`src/rtl/uart_send_pkg.sv`:
```
// Shared types and defaults for the uart_send transmitter.
// Optional parity frame format is enabled with UART_SEND_PARITY_EN.
package uart_send_pkg;

  localparam int UART_OVERSAMPLE = 16;
  localparam int UART_DATA_BITS  = 8;

  typedef enum logic [2:0] {
    IDLE,
    START,
    DATA,
    PARITY,
    STOP
  } uart_tx_state_t;

endpackage

```
`src/rtl/uart_send_tx_sync_2ff.sv`:
```
// Two-flop synchronizer for a single-bit level or toggle signal.
// Async active-low reset clears both stages.
module sync_2ff (
  input  logic clk,
  input  logic rst_n,
  input  logic d,
  output logic q
);

  logic meta;

  always_ff @(posedge clk or negedge rst_n) begin
    if (!rst_n) begin
      meta <= 1'b0;
      q    <= 1'b0;
    end else begin
      meta <= d;
      q    <= meta;
    end
  end

endmodule

```
`src/rtl/uart_send_tx.sv`:
```
// Toggle-handshake 8N1 UART serializer on a 16x baud clock.
// Define UART_SEND_PARITY_EN to add an even-parity bit before stop.
module uart_send_tx
  import uart_send_pkg::*;
#(
  parameter int OVERSAMPLE = UART_OVERSAMPLE,
  parameter int DATA_BITS  = UART_DATA_BITS
) (
  input  logic                 clk_uart16,
  input  logic                 rst_n,
  input  logic [DATA_BITS-1:0] data,
  input  logic                 local_st,
  output logic                 remote_st,
  output logic                 tx
);

  localparam int TW = (OVERSAMPLE > 1) ? $clog2(OVERSAMPLE) : 1;
  localparam int BW = (DATA_BITS > 1) ? $clog2(DATA_BITS) : 1;
  localparam logic [TW-1:0] TICK_LAST = TW'(OVERSAMPLE - 1);
  localparam logic [BW-1:0] BIT_LAST  = BW'(DATA_BITS - 1);

  uart_tx_state_t       state;
  logic [TW-1:0]        tick;
  logic [BW-1:0]        bit_cnt;
  logic [DATA_BITS-1:0] shreg;
  logic                 local_sync;
  logic                 tick_end;
`ifdef UART_SEND_PARITY_EN
  logic                 par;
`endif

  sync_2ff u_sync (
    .clk   (clk_uart16),
    .rst_n (rst_n),
    .d     (local_st),
    .q     (local_sync)
  );

  assign tick_end = (tick == TICK_LAST);

  // tx is loaded with the value for the next state so it stays registered
  always_ff @(posedge clk_uart16 or negedge rst_n) begin
    if (!rst_n) begin
      state     <= IDLE;
      tick      <= '0;
      bit_cnt   <= '0;
      shreg     <= '0;
      tx        <= 1'b1;
      remote_st <= 1'b0;
`ifdef UART_SEND_PARITY_EN
      par       <= 1'b0;
`endif
    end else begin
      case (state)
        IDLE: begin
          tx <= 1'b1;
          if (local_sync != remote_st) begin
            shreg   <= data;
            tick    <= '0;
            bit_cnt <= '0;
            tx      <= 1'b0;
            state   <= START;
`ifdef UART_SEND_PARITY_EN
            par     <= ^data;
`endif
          end
        end
        START: begin
          if (tick_end) begin
            tick  <= '0;
            tx    <= shreg[0];
            state <= DATA;
          end else begin
            tick <= tick + TW'(1);
          end
        end
        DATA: begin
          if (tick_end) begin
            tick <= '0;
            if (bit_cnt == BIT_LAST) begin
`ifdef UART_SEND_PARITY_EN
              tx    <= par;
              state <= PARITY;
`else
              tx    <= 1'b1;
              state <= STOP;
`endif
            end else begin
              bit_cnt <= bit_cnt + BW'(1);
              shreg   <= shreg >> 1;
              tx      <= shreg[1];
            end
          end else begin
            tick <= tick + TW'(1);
          end
        end
`ifdef UART_SEND_PARITY_EN
        PARITY: begin
          if (tick_end) begin
            tick  <= '0;
            tx    <= 1'b1;
            state <= STOP;
          end else begin
            tick <= tick + TW'(1);
          end
        end
`endif
        STOP: begin
          if (tick_end) begin
            tick      <= '0;
            remote_st <= ~remote_st;
            state     <= IDLE;
          end else begin
            tick <= tick + TW'(1);
          end
        end
        default: begin
          tx    <= 1'b1;
          state <= IDLE;
        end
      endcase
    end
  end

endmodule

```
`config.mk`:
```
export PLATFORM = sky130hd
export DESIGN_NAME = uart_send_tx
export DESIGN_NICKNAME = d
export VERILOG_FILES = /design/src/rtl/uart_send_pkg.sv /design/src/rtl/uart_send_tx_sync_2ff.sv /design/src/rtl/uart_send_tx.sv
export SDC_FILE = /design/constraint.sdc
export NUM_CORES = 1
export LEC_CHECK = 0
export CORE_UTILIZATION = 46
export CTS_CLUSTER_SIZE = 25
export DETAILED_ROUTE_END_ITERATION = 10
export GPL_TIMING_DRIVEN = 0
export PLACE_DENSITY_LB_ADDON = 0.12
export SYNTH_ARGS = -nofsm -noshare
export SYNTH_HDL_FRONTEND = slang
export SYNTH_HIERARCHICAL = 1
export SYNTH_SLANG_ARGS = --single-unit
```
`constraint.sdc`:
```
create_clock -name clk_uart16 -period 2 [get_ports clk_uart16]
set_clock_uncertainty 0.15 [all_clocks]
set_input_delay 0.2 -clock clk_uart16 [delete_from_list [all_inputs] [get_ports clk_uart16]]
set_output_delay 0.2 -clock clk_uart16 [all_outputs]
set_load 0.03 [all_outputs]
```
==> results of run 1 <==
state kept, by name (all words and copies together) (netlist names):
signal	flops
u_sync/meta	1
u_sync/q	1
state	3
remote_st	1
tick	4
bit_cnt	3
tx	1
shreg	8
stage by stage:
stage / power (mW) / hold WS, ps / cells / cell area [um2]
6_report: 1.62 / 170 / 154 / 1340
4_1_cts: 1.63 / 168 / 154 / 1340
5_1_grt: 1.74 / 173 / 154 / 1340
2_1_floorplan: 1.13 / -246 / 110 / 1130
3_3_place_gp: 1.26 / 192 / 150 / 1280
3_5_place_dp: 1.28 / 188 / 150 / 1280
cell families (layout without fill, tap and decap cells):
group                    after synthesis  after routing  synth area share [%]
XOR/XNOR                               2              2                  2.22
flip-flops                            22             22                  48.9
multiplexers                           2              2                  2.00
adder cells (fa/ha/maj)                3              3                  3.33
AO/OA/AOI/OAI                         36             36                  23.5
buffers and inverters                 10             26                  4.22
AND/OR/NAND/NOR                       35             35                  15.8
worst max-delay path by stage:
stage                from         end  slack (ps)  depth (start not counted)
2_1_floorplan   remote_st  bit_cnt[0]         210                          5
6_report       bit_cnt[0]  bit_cnt[0]         110                          7
3_5_place_dp   bit_cnt[0]  bit_cnt[0]         130                          7
4_1_cts        bit_cnt[0]  bit_cnt[0]         100                          7
5_1_grt        bit_cnt[0]  bit_cnt[0]           6                          7
3_3_place_gp   bit_cnt[0]  bit_cnt[0]         150                          7
worst max-delay path: stages, from the launching register on:
cell and delay (ps):
dfrtp_1 410, ha_1 210, ha_1 240, nand2_1 80
o211a_1 150, buf_4 160, nand2_1 120, mux2_2 280
cell type report:
| type | count | area, um2 |
|---|---|---|
| Sequential cell | 22 | 552 |
| Inverter | 2 | 7.51 |
| Fill cell | 206 | 920 |
| Clock buffer | 3 | 22.5 |
| Clock inverter | 1 | 30.0 |
| Multi-Input combinational cell | 78 | 528 |
| Timing Repair Buffer | 12 | 120 |
| Tap cell | 28 | 35.0 |
| Buffer | 8 | 40.0 |
per-layer routing:
layer	vias up	global-route usage (%)	wire length [um]
li1	440	-	-
met1	440	25.6	1090
met2	11	30.5	1030
met3	4	2.92	56
met4	0	8.11	25
met5	-	0	0
synthesized netlist by cell type, types with 2 or more instances:
| master | instances |
|---|---|
| buf_2 | 5 |
| nor2_1 | 7 |
| or3b_1 | 2 |
| clkbuf_1 | 2 |
| mux2_2 | 2 |
| a21oi_1 | 4 |
| nand2_1 | 12 |
| and3_1 | 2 |
| nor2b_1 | 2 |
| a22o_1 | 2 |
| dfrtp_1 | 21 |
| o311ai_1 | 2 |
| o21ai_0 | 2 |
| o22ai_1 | 7 |
| o21ai_1 | 3 |
| a2bb2oi_1 | 7 |
| ha_1 | 3 |
| nand3_1 | 3 |
power by group through the flow:
stage                     registers, mW  clock network [mW]  logic [mW]
final                             0.703               0.345       0.567
after global placement            0.705                   0       0.553
after floorplan                   0.706                   0       0.422
after detailed placement          0.708                   0       0.571
after CTS                         0.702               0.352       0.572
after global routing              0.724               0.370       0.645
==> results.yml, run 1 <==
status:
  outcome: "finished, final reports clean"
cells_and_area:
  area.growth.synth_to_final_pct: 18.4
  n_antenna_cell: 0
  nNetsFinal: 141
  final_cell_mix: "dfrtp_1 (21), nand2_1 (12), clkdlybuf4s50_1 (12)"
  mostFrequentLayoutCell: "dfrtp_1"
  drive_gt1_share_pct: 12.7
  final_core_util_pct: 59.2
worst_hold_path:
  hold_path.class: "input pin to register"
  holdPathEnd: "u_sync/meta"
  min-delay-start: "local_st"
  min_path_cells: 1
cts:
  cts_sinks: 22
  root_buffer: "clkbuf_4"
  cts_made_buffers: 3
  postCtsHoldBufs: 0
  ctsResizeCount: 0
  cts_tree: "built"
  postCtsSetupBuffers: 0
  cts_max_level: 1
  clk_pin_slew_ps: 130
  clock_latency_ps: 320
  cts_max_path_buffers: 2
power:
  power_switching_mw: 0.516
  seqPwrFrac_pct: 43.5
  leakagePower_nw: 0.587
  ir_drop_v: 0.000739
  p_clk_share_pct: 21.3
  swShare_pct: 32.0
  p_int_mw: 1.10
  power_per_cell_area_mw_per_mm2: 1210
  pwr-share-comb_pct: 35.1
drt:
  wire_per_inst_um: 14.3
  via_count: 895
  vias_per_cell: 5.81
  ant_nets: 0
  route.detailed.drc: 0
  dr.pass1.iters: 4
  initialDrtViolationCount: 35
  routed_wl_um: 2200
global_route:
  grt_max_degree: 23
  grt_first_pass_wirelength_um: 3750
  grt_usage_pct: 19.1
  grt-ovfl-total: 0
  antenna_found_initial: 0
  grt_pass1_vias: 845
setup_path:
  r2r_slack_ps: 110
  ff2ff_path_depth: 7
  path_max_fanout: 10
  start_kind: "register"
  timing.rr.end: "bit_cnt[0]"
  path_class: "register to register"
  critPathCaptureType: "register"
  critical_path_required_ps: 2070
  critPathArrivalTime_ps: 1960
  r2r-start: "bit_cnt[0]"
place:
  place.gp.congestion: 0.748
  io_buffers: 12
  pre_cts_slack_ps: 134
  hpwlAfterDp_um: 1590
timing:
  post-route-period-util_pct: 94.6
  fmax_mhz: 528
  period_needed_ps: 1890
  finalSetupViolations: 0
  slew_headroom_pct: 34.7
  worst_pin_slew_ps: 976
  rsz0062_at_grt: "no"
  timing.final.ws_setup_ps: 107
  final_max_slew_viol_count: 0
  fin_setup_tns_ps: 0
  hold_viol_final: 0
yosys:
  avgSynthCellArea_um2: 10.2
  netlist_instances: 110
  synth_edf_count: 0
  synth_top_area_cell: "dfrtp_1"
  synth_top_area_share_pct: 46.6
  synth_cell_types: 40
  synth_fp_nets: 124
  yosysWarnings: 6
  synthArstFlopShare_pct: 100
  synthesis.area_mm2: 0.00113
  synth_top_cells_by_area: "dfrtp_1 (47%), a2bb2oi_1 (5.4%), nand2_1 (4.0%)"
  synth_seq_area_share_pct: 48.9
  ys_ff_latch: 22
  synth_ff_type: "dfrtp_1"
die:
  die_w_um: 51.5
  dieHeight_um: 51.5
  start_util_pct: 50.0
  die_area_mm2: 0.00265
  io_pins: 13
  rows: 17
  coreArea_mm2: 0.00225
job:
  drv_cap: 0
(Power assumes the default switching activity.)
==> run 2: changes to the inputs <==
Settings changed: CORE_MARGIN set to 2.
==> run 2 against run 1 <==
  * Fmax increased by 0.93%
  * Sequential share of layout area decreased by 0.077 points
  * Utilization is 0.11 points higher
  * Non-clock buffer count did not move
  * Largest power group unchanged
  * First-iteration DRC count down 74%
  * Total power up 0.17%
  * Via count up 1.2%
  * Combinational power about the same
  * Clock power about the same
  * Register-to-register slack better by 20 ps
==> results.yml, run 2 (synthesis gave the netlist of run 1 again) <==
place:
  hpwlAfterDp_um: 1600
  io_buffers: 12
  place.gp.congestion: 0.765
  pre_cts_slack_ps: 137
timing:
  period_needed_ps: 1880
  finalSetupViolations: 0
  fmax_mhz: 533
  slew_headroom_pct: 34.0
  final_max_slew_viol_count: 0
  holdWs_ps: 171
  fin_setup_tns_ps: 0
  post-route-period-util_pct: 93.8
  rsz0062_at_grt: "no"
  hold_viol_final: 0
  timing.final.ws_setup_ps: 125
  worst_pin_slew_ps: 987
cells_and_area:
  final_cell_mix: "dfrtp_1 (21), nand2_1 (12), clkdlybuf4s50_1 (12)"
  largest_register_ffs: 8
  n_antenna_cell: 0
  area.growth.synth_to_final_pct: 18.6
  largest-register: "shreg"
  mostFrequentLayoutCell: "dfrtp_1"
  reg.largest.list: "shreg: 8 flops, tick: 4 flops"
  fillers: 203
  nNetsFinal: 141
  drive_gt1_share_pct: 13.5
global_route:
  grt_first_pass_wirelength_um: 4040
  grt_pass1_vias: 899
  grt_usage_pct: 19.3
  antenna_found_initial: 0
  grt-ovfl-total: 0
  grt_max_degree: 23
power:
  seqPwrFrac_pct: 43.4
  pwr-share-comb_pct: 35.2
  swShare_pct: 32.1
  power_switching_mw: 0.519
  leakagePower_nw: 0.584
  power_per_cell_area_mw_per_mm2: 1210
  p_int_mw: 1.10
  ir_drop_v: 0.000775
  p_clk_share_pct: 21.4
setup_path:
  ff2ff_path_depth: 7
  critPathCaptureType: "register"
  critPathArrivalTime_ps: 1940
  max_stage_delay_ps: 410
  start_kind: "register"
  crit_chain: "ha_1, ha_2, nand2_1, o211a_1, buf_4, nand2_1, mux2_2"
  path_max_fanout: 10
  path_class: "register to register"
  cp_slowest_cell: "dfrtp_1"
  critical_path_required_ps: 2060
  crit_top_cell: "nand2_1"
cts:
  cts_tree: "built"
  cts_max_level: 1
  cts_sinks: 22
  postCtsHoldBufs: 0
  root_buffer: "clkbuf_4"
  clock_latency_ps: 310
  cts_max_path_buffers: 2
  cts_made_buffers: 3
  clk_pin_slew_ps: 130
die:
  rows: 17
  coreArea_mm2: 0.00225
  die_w_um: 53.5
  io_pins: 13
  dieHeight_um: 53.5
  start_util_pct: 50.0
  die_area_mm2: 0.00286
drt:
  vias_per_cell: 5.88
  highest-signal-layer: "met4"
  met2_length_um: 1110
  dr.pass1.iters: 4
  via_count: 906
  met1Wirelength_um: 1150
  wl_met3_um: 70
  initialDrtViolationCount: 9
  ant_nets: 0
  routed_wl_um: 2360
  route.detailed.drc: 0
  wire_per_inst_um: 15.3
worst_hold_path:
  hold_path.class: "input pin to register"
  min_path_cells: 1
status:
  outcome: "finished, final reports clean"
job:
  drv_cap: 0
## run 2: timing repair
action,in CTS,in global routing
hold endpoints to repair,0,0
endpoints found under the setup margin,0,2
buffers inserted,0,0
resized for setup,0,1
## run 2: path summary, 6_finish.rpt
kind	from	endpoint	slack, ps
setup / recovery	bit_cnt[0]	bit_cnt[0]	120
hold / removal	local_st	u_sync/meta	170
setup reg to reg	bit_cnt[0]	bit_cnt[0]	120
hold reg to reg	u_sync/meta	u_sync/q	220
max in group asynchronous	rst_n	state[1]	840
min in group asynchronous	rst_n	tick[2]	260
## run 2: metal layers
metal  up-vias  GRT usage [%]
li1        443              -
met4         0           8.12
met1       442           26.6
met2        16           30.5
met3         5           2.54
met5         -              0
## run 2: critical path, delay by kind of cell (launching register included)
family                     cells  cell delay (ps)
adders and majority gates      2              410
DFF                            1              410
and+or+nand+nor                2              200
muxes                          1              280
AOI/OAI and AO/OA              1              150
buffers and inverters          1              160
## run 2: power groups by stage
stage          clock [mW]  sequential [mW]  combinational (mW)
2_1_floorplan           0            0.706               0.422
3_3_place_gp            0            0.705               0.553
3_5_place_dp            0            0.710               0.569
4_1_cts             0.356            0.702               0.573
5_1_grt             0.372            0.724               0.645
6_report            0.346            0.702               0.570
## run 2: final cells by class
| cell class | count | area [um2] | area share (%) |
|---|---|---|---|
| Inverter | 2 | 7.51 | 0.561 |
| Buffer | 8 | 40.0 | 2.99 |
| Timing Repair Buffer | 12 | 120 | 8.98 |
| Clock buffer | 3 | 22.5 | 1.68 |
| Clock inverter | 1 | 30.0 | 2.25 |
| Multi-Input combinational cell | 78 | 531 | 39.7 |
| Tap cell | 28 | 35.0 | 2.62 |
| Sequential cell | 22 | 552 | 41.3 |
## run 2: stage by stage
stage          instance area [um2]  std cells  util, %  total power [mW]
4_1_cts                       1340        154     59.2              1.63
5_1_grt                       1340        154     59.3              1.74
2_1_floorplan                 1130        110        -              1.13
6_report                      1340        154     59.3              1.62
3_3_place_gp                  1280        150     56.9              1.26
3_5_place_dp                  1280        150     56.9              1.28
==> run 3: changes to the inputs <==
Settings changed: CELL_PAD_IN_SITES_DETAIL_PLACEMENT set to 1, CELL_PAD_IN_SITES_GLOBAL_PLACEMENT set to 2, CORE_UTILIZATION 46 to 39, DONT_BUFFER_PORTS set to 1, PLACE_DENSITY_LB_ADDON 0.12 to 0.3.
==> run 3 against run 2 <==
  * First-iteration DRC count grew to 4.2 times the previous value
  * Cell count grew 0.65%
  * Count of clock-buffer cells in the layout grew 1
  * Setup slack gained 16 ps
==> results.yml, run 3 (synthesis gave the netlist of run 1 again) <==
setup_path:
  critPathCaptureType: "register"
  timing.rr.end: "bit_cnt[0]"
  critical_path_required_ps: 2060
  max_stage_delay_ps: 410
  path_max_fanout: 10
  cp_slowest_cell: "dfrtp_1"
  path_class: "register to register"
  r2r-start: "bit_cnt[0]"
  crit_top_cell: "ha_1"
  ff2ff_path_depth: 7
  start_kind: "register"
  r2r_slack_ps: 140
  critPathArrivalTime_ps: 1920
  crit_chain: "ha_1, ha_1, nand2_1, o211a_1, buf_4, nand2_2, mux2_2"
global_route:
  grt_max_degree: 23
  grt_first_pass_wirelength_um: 4650
  antenna_found_initial: 0
  grt_pass1_vias: 981
  grt-ovfl-total: 0
  grt_usage_pct: 18.3
drt:
  routed_wl_um: 2730
  initialDrtViolationCount: 38
  ant_nets: 0
  route.detailed.drc: 0
  wire_per_inst_um: 17.6
  vias_per_cell: 5.89
  via_count: 913
  dr.pass1.iters: 4
cells_and_area:
  final_cell_mix: "dfrtp_1 (20), nand2_1 (10), dlygate4sd3_1 (10)"
  area.growth.synth_to_final_pct: 16.1
  fillers: 312
  multi_input_area_um2: 533
  seq_area_um2: 553
  final_area_mm2: 0.00131
  nNetsFinal: 139
  n_antenna_cell: 0
  mostFrequentLayoutCell: "dfrtp_1"
  largest_register_ffs: 8
  drive_gt1_share_pct: 15.3
  reg.largest.list: "shreg: 8 flops, tick: 4 flops"
  largest-register: "shreg"
cts:
  clock_latency_ps: 310
  postCtsSetupBuffers: 0
  cts_made_buffers: 3
  cts_max_level: 1
  cts_tree: "built"
  root_buffer: "clkbuf_4"
  cts_sinks: 22
  clk_pin_slew_ps: 130
  cts_max_path_buffers: 2
die:
  dieHeight_um: 57.8
  coreArea_mm2: 0.00276
  io_pins: 13
  start_util_pct: 40.9
  die_w_um: 57.8
  die_area_mm2: 0.00334
  rows: 19
place:
  place.gp.congestion: 0.796
  hpwlAfterDp_um: 1820
  io_buffers: 0
  pre_cts_slack_ps: 76.3
  placed_area_mm2: 0.00117
timing:
  final_max_slew_viol_count: 0
  timing.final.ws_setup_ps: 140
  fmax_mhz: 538
  finalSetupViolations: 0
  hold_viol_final: 0
  fin_setup_tns_ps: 0
  period_needed_ps: 1860
  rsz0062_at_grt: "no"
  post-route-period-util_pct: 93.0
  worst_pin_slew_ps: 1000
  slew_headroom_pct: 33.1
status:
  outcome: "finished, final reports clean"
power:
  swShare_pct: 34.8
  seqPwrFrac_pct: 48.1
  power_switching_mw: 0.529
  leakagePower_nw: 0.575
  pwr-share-comb_pct: 35.4
  ir_drop_v: 0.000614
  p_int_mw: 0.989
  power_per_cell_area_mw_per_mm2: 1160
  p_clk_share_pct: 16.5
worst_hold_path:
  hold_path.class: "register to register"
  min-delay-start: "u_sync/meta"
  holdPathEnd: "u_sync/q"
  min_path_cells: 0
job:
  drv_cap: 0
[run 3: per-stage QoR]
stage	power [mW]	hold WS (ps)	instances	utilization, %
after global placement	1.22	-245	141	42.3
after floorplan	1.13	-246	110	-
after CTS	1.53	216	155	47.2
after global routing	1.64	233	155	47.5
final	1.52	213	155	47.5
after detailed placement	1.25	-245	141	42.3
[run 3: worst max-delay path, delay by kind of cell (launching register included)]
kind	cells	cell delay, ps
AOI/OAI and AO/OA	1	150
adders and majority gates	2	430
buffers and inverters	1	180
DFF	1	410
muxes	1	270
and+or+nand+nor	2	180
[run 3: how the worst max path moves through the flow]
stage	slack, ps	cells past startpoint	endpoint	startpoint
floorplan	210	5	bit_cnt[0]	remote_st
global placement	90	5	bit_cnt[0]	remote_st
finish	140	7	bit_cnt[0]	bit_cnt[0]
detailed placement	80	5	bit_cnt[0]	remote_st
global route	2	6	shreg[6]	tick[0]
CTS	60	5	bit_cnt[0]	remote_st
[run 3: repair_timing]
item	CTS	global route
gates resized for setup	0	3
endpoints found under the hold margin	31	0
hold buffers	10	0
setup endpoints to repair	0	10
[run 3: routing by layer]
| metal | wire (um) | vias up | share of wire, % | global-route usage [%] |
|---|---|---|---|---|
| met5 | 0 | - | 0 | 0 |
| met4 | 19 | 0 | 0.70 | 3.99 |
| met3 | 52 | 2 | 1.9 | 2.01 |
| met2 | 1480 | 12 | 54 | 34.6 |
| met1 | 1180 | 458 | 43 | 22.2 |
| li1 | - | 441 | - | - |
[run 3: final cells by class]
| cell class | instances | share of cell area, % |
|---|---|---|
| timing repair buffer | 10 | 7.65 |
| clock buffer | 4 | 2.77 |
| inverter | 2 | 0.574 |
| tap | 31 | 2.96 |
| multi-input combinational | 78 | 40.7 |
| buffer | 8 | 3.06 |
| sequential | 22 | 42.3 |
[run 3: power groups by stage]
stage                     logic (mW)  registers, mW  clock network [mW]
after floorplan                0.422          0.706                   0
final                          0.537          0.730               0.251
after global placement         0.490          0.730                   0
after CTS                      0.537          0.730               0.260
after detailed placement       0.512          0.739                   0
after global routing           0.608          0.751               0.280
